===== src/rtl/calculator.sv =====
// calculator: registered 8-bit add/sub/mul unit with sign-magnitude output.
// Define CALC_DIV_EN to make OP=11 a combinational divide; otherwise OP=11 yields zero.
module calculator #(
  parameter int OPW = 8
) (
  input  logic             clk,
  input  logic             reset,
  input  logic [2*OPW+1:0] DIN,
  output logic [2*OPW-1:0] RESULT,
  output logic             NEG
);
  logic [1:0]       op;
  logic [OPW-1:0]   a, b;
  logic [2*OPW-1:0] sum, diff, prod, quo, result_d, result_q;
  logic             neg_d, neg_q;
  assign op = DIN[2*OPW+1:2*OPW];
  assign a  = DIN[2*OPW-1:OPW];
  assign b  = DIN[OPW-1:0];
  always_comb begin
    sum  = (2*OPW)'(a) + (2*OPW)'(b);
    diff = (2*OPW)'(a >= b ? a - b : b - a);
    prod = (2*OPW)'(a) * (2*OPW)'(b);
`ifdef CALC_DIV_EN
    quo  = b == '0 ? '1 : {a / b, a % b};
`else
    quo  = '0;
`endif
    result_d = op == 2'd0 ? sum : op == 2'd1 ? diff : op == 2'd2 ? prod : quo;
    // magnitude is already folded into diff, so equal operands never flag negative
    neg_d    = op == 2'd1 && a < b;
  end
  always_ff @(posedge clk) begin
    if (reset) begin
      result_q <= '0;
      neg_q    <= 1'b0;
    end else begin
      result_q <= result_d;
      neg_q    <= neg_d;
    end
  end
  assign RESULT = result_q;
  assign NEG    = neg_q;
endmodule


===== config.mk =====
export PLATFORM = sky130hd
export DESIGN_NAME = calculator
export DESIGN_NICKNAME = d
export VERILOG_FILES = /design/src/rtl/calculator.sv
export SDC_FILE = /design/constraint.sdc
export NUM_CORES = 1
export LEC_CHECK = 0
export CORE_ASPECT_RATIO = 1.75
export CORE_MARGIN = 1
export CORE_UTILIZATION = 55
export DETAILED_ROUTE_END_ITERATION = 7
export PLACE_DENSITY_LB_ADDON = 0.3
export SLEW_MARGIN = 20
export SYNTH_ARGS = -nofsm -noshare
export SYNTH_HDL_FRONTEND = slang
export SYNTH_SLANG_ARGS = --single-unit

===== constraint.sdc =====
create_clock -name clk -period 5.71 [get_ports clk]
set_clock_uncertainty 0.05 [all_clocks]
set_input_delay 1.142 -clock clk [delete_from_list [all_inputs] [get_ports clk]]
set_output_delay 1.142 -clock clk [all_outputs]
set_load 0.05 [all_outputs]

## After elaboration in Yosys (flattened, before gate mapping)

Cells that the tools add are included.

| operators by class | value |
|---|---|
| add/subtract/negate cells | 3 |
| $mul | 1 |
| order comparisons | 2 |
| equal/unequal tests | 2 |
| muxes and demuxes | 4 |
| reduce and logical (&&, ||, !) cells | 2 |

Operator list:

| cell | count |
|---|---|
| $mux W16 | 4 |
| $sub A8 B8 Y9 | 2 |
| $mul A8 B8 Y16 | 1 |
| $add A8 B8 Y9 | 1 |
| $ge A8 B8 Y1 | 1 |
| $lt A8 B8 Y1 | 1 |
| $eq A2 B1 Y1 const B | 1 |
| $eq A2 B2 Y1 const B | 1 |
| $logic_not A2 Y1 | 1 |
| $logic_and A1 B1 Y1 | 1 |

| storage, ports and cells | value |
|---|---|
| register bits after elaboration | 17 |
| input bits | 20 |
| output and inout port bits | 17 |
| logic and storage cells | 16 |

## Longest topological paths before layout

| depth | value |
|---|---|
| word-level depth | 4 |
| gate-level depth with buffers | 18 |
| depth with buffers taken out | 18 |

## Worst setup path before layout

OpenSTA, ideal clock, no wires.

| timing | value |
|---|---|
| path type | input port to flip-flop |
| from | input port DIN[11] |
| to | register result_q[14] (netlist: RESULT[14]) |
| setup time | 0.123 ns |
| arrival | 4.946 ns |
| data required time | 5.537 ns |
| setup slack | 0.591 ns |
| stages on the path | 16 |
| path buffers | 0 |
| cell sequence | inv_1 > nor2_1 > fa_1 > fa_1 > fa_1 > inv_1 > fa_1 > inv_1 > ha_1 > a211oi_1 > o211ai_1 > a311oi_1 > o21bai_1 > a21oi_1 > xor2_1 > o21ai_0 |

| between the ends | value |
|---|---|
| word-level cells in the longest chain between the ends | 4 |
| elaborated cells between the ends (all ways) | 8 |
| those cells by class | add/sub: 2; mul: 1; order compare: 1; mux: 4 |

Ends and longest elaborated chain:

| item | RTL line | RTL |
|---|---|---|
| from (decl) | 8 | `input logic [2*OPW+1:0] DIN,` |
| $mul A8 B8 Y16, or another cell as far along | 22 | `prod = (2*OPW)'(a) * (2*OPW)'(b);` |
| $mux W16, on equally long branches | 28, 21 |  |
| $mux W16 (*) (2 in series) | 28 | `result_d = op == 2'd0 ? sum : op == 2'd1 ? diff : op == 2'd2 ? prod : quo;` |
| to (signal assigned) | 37 | `result_q <= result_d;` |
| to (decl) | 14 | `logic [2*OPW-1:0] sum, diff, prod, quo, result_d, result_q;` |

Mark *: on every way between the ends. The rest lies on a longest branch, timed or not.
A chain may end at the register's enable or synchronous reset.

## Worst setup path after layout

| timing | value |
|---|---|
| from | input port DIN[3] |
| to | register result_q[14] (netlist: RESULT[14]) |

The elaborated chain is that of the path after synthesis.

==> reports/results.txt <==
outcome: finished clean
syn_nets: 553
post-synthesis cell type count: 53
Synth-to-Final Area Change: 25.5%
register area: 340 um^2
share of layout cells above drive strength 1: 16.3%
setup_tns: 0 ps
Clock Path Buffers: 2
Final period util: 96.0%
most frequent cells after synthesis: inv_1 (74), nor2_1 (64), ha_1 (60), fa_1 (39), nand2_1 (25)
FF+latch count, synth: 17
post-route design area: 4530 um^2
CTS Buf Count: 3
largest family of logic cells by synthesized area: adder cells
Post-synth EDFFs: 0
Setup-failing EPs final: 0
Ant. Diodes: 0
Die H: 109 um
WP data arrival: 5580 ps
Synth Area in Simple Gates: 14.1%
Slew Limit Fails: 0
dpl ws: -241 ps
synth warn: 0
mux contribution to synthesized area: 1.46%
final net count: 641
RePlAce Congestion: 1.01
CTS H-tree lvls: 1
gr usage total: 32.8%
initial antenna violation count: 0
multi-input logic area: 2960 um^2
Worst Hold End: RESULT[8]
leading area contributor after synthesis: fa_1
first-pass GRT wire length: 17000 um
global route overflow: 0
Port Buffers: 36
via count: 3401
headroom to the max-slew limit: 51.8%
PwrDens: 274 nW/um^2
Final Hold Fails: 0
Cells after Synth: 434
Avg WL per Cell: 17.7 um
startpoint types: input pin
worst hold start: DIN[7]
Fill cells: 519
DRC: 0
total clock sinks: 17
worst vdd ir: 0.328 mV
fmax: 182 MHz
CTS tree: built
post-layout min period: 5480 ps
drt total wl: 10600 um
max cap viols: 0
setup ws final: 229 ps
largest net degree at the start of global routing: 21
clock slew at reported path FFs: 70 ps
CP Capture Type: flop
DP HPWL: 8960 um
Setup CP Type: in -> reg
Synth Flop Type: dfxtp_1
Core ar.: 6280 um^2
count leader, synth: inv_1
Hold Crit Class: in -> reg
remaining antenna violation count: 0
Die Wd: 63.2 um
area of the mapped netlist: 3610 um^2
ys async rst share: 0%
synthesized area per cell: 8.31 um^2
initial detailed-routing violation count: 180
post-synthesis sequential area ratio: 9.43%
die area: 6900 um^2
Area after DPL: 4410 um^2
number of top-level pins: 37
drt pass-1 iters: 4
synth top area cells: fa_1 (22%), ha_1 (21%), dfxtp_1 (9.4%), inv_1 (7.7%), nor2_1 (6.7%)
CP Data Required Time: 5810 ps
Synth Area in Adders: 42.4%
Max FO, Critical Path: 4
post-synthesis xor/xnor area fraction: 4.37%
Synth top area share: 21.6%
Slew @ Worst Pin: 714 ps
Avg Vias per Cell: 5.66
Compound-Gate Fraction of Synth Area: 18.4%
hold path depth: 5
vias in the first global route: 3645
starting density of the core: 57.5%
Leak: 2.30 nW
clock root cell: clkbuf_8
Cell Rows: 38
Post-CTS Hold Buffers: 0
## registers in the layout, indices dropped and copies added, names as in the netlist
register	count
RESULT	16
NEG	1
## what timing repair did
item | 4_1_cts | 5_1_grt
endpoints found under the hold margin | 0 | 0
gates resized for setup | 0 | 21
setup endpoints to repair | 0 | 5
setup buffers | 0 | 1
## area by class of cell
cell class,count,share of cell area [%]
flip-flops and latches,17,7.52
inverters,76,6.30
multi-input cells,332,65.4
well taps,80,2.21
clock inverters,1,0.111
repair buffers,92,17.5
clock buffers,3,0.912
## worst max-delay path: stages
cell             delay (ps)
clkdlybuf4s50_1         500
buf_4                   130
ha_1                    160
inv_1                    80
fa_1                    440
inv_1                   100
fa_1                    420
fa_1                    510
inv_1                    60
fa_1                    530
inv_1                    40
ha_1                    280
a211oi_2                200
o211ai_1                190
a311oi_2                280
o21bai_1                120
a21oi_1                 160
xor2_1                  150
o21ai_0                  80
## kinds of logic (layout without fill, tap and decap cells)
| group | count (synthesis) | in the layout |
|---|---|---|
| buffers and inverters | 85 | 172 |
| AND/OR/NAND/NOR | 113 | 113 |
| multiplexers | 5 | 5 |
| adder cells (fa/ha/maj) | 99 | 99 |
| AO/OA/AOI/OAI | 97 | 97 |
| XOR/XNOR | 18 | 18 |
| flip-flops | 17 | 17 |
## cell usage in the layout, fill, tap and decap left out, types with 3 or more instances in the layout
master / netlist / layout
a21oi_1: 24 / 23
clkbuf_8: 1 / 3
mux2i_1: 3 / 3
o21a_1: 6 / 6
inv_2: 0 / 3
clkdlybuf4s50_1: 0 / 32
nor2b_1: 3 / 3
xnor2_1: 10 / 10
fa_1: 39 / 38
o21ai_0: 22 / 20
o211ai_1: 4 / 4
buf_4: 2 / 55
ha_1: 60 / 59
nor3_1: 5 / 5
o22ai_1: 3 / 3
xor2_1: 8 / 8
a211o_1: 3 / 3
nand2_1: 25 / 25
a31oi_1: 5 / 5
a211oi_2: 1 / 3
inv_1: 74 / 71
o21bai_1: 3 / 3
a21o_1: 8 / 8
nand2b_1: 3 / 3
dfxtp_1: 17 / 17
dlymetal6s2s_1: 0 / 4
nor2_1: 64 / 59
a211oi_1: 5 / 3
nor2_2: 0 / 5
## power breakdown
group / internal, mW / switching (mW)
Clock: 0.0486 / 0.0452
Sequential: 0.141 / 0.00503
Combinational: 0.438 / 0.565
## worst max path at each step
stage | endpoint | slack, ps | start | cells past startpoint
after floorplan | RESULT[14] | 590 | DIN[11] | 16
after global placement | RESULT[14] | -120 | DIN[4] | 19
after detailed placement | RESULT[14] | -240 | DIN[4] | 19
after global routing | RESULT[14] | -20 | DIN[10] | 18
final | RESULT[14] | 230 | DIN[3] | 19
after CTS | RESULT[14] | 7 | DIN[12] | 17
## metal layers
metal  GRT usage (%)  vias up  wire [um]
met1            30.4     1631       3570
met5               0        -          0
met3            3.77       51        403
li1                -     1604          -
met4            25.0        0        829
met2            63.7      115       5810
## metrics by stage
stage / power [mW] / instances / hold WS [ps] / util (%)
after floorplan: 0.760 / 434 / 1310 / -
after global placement: 1.06 / 596 / 1890 / 70.3
after detailed placement: 1.09 / 596 / 1900 / 70.3
after CTS: 1.19 / 600 / 1640 / 71.1
after global routing: 1.35 / 601 / 1630 / 72.1
final: 1.24 / 601 / 1570 / 72.1
(Power assumes the default switching activity.)
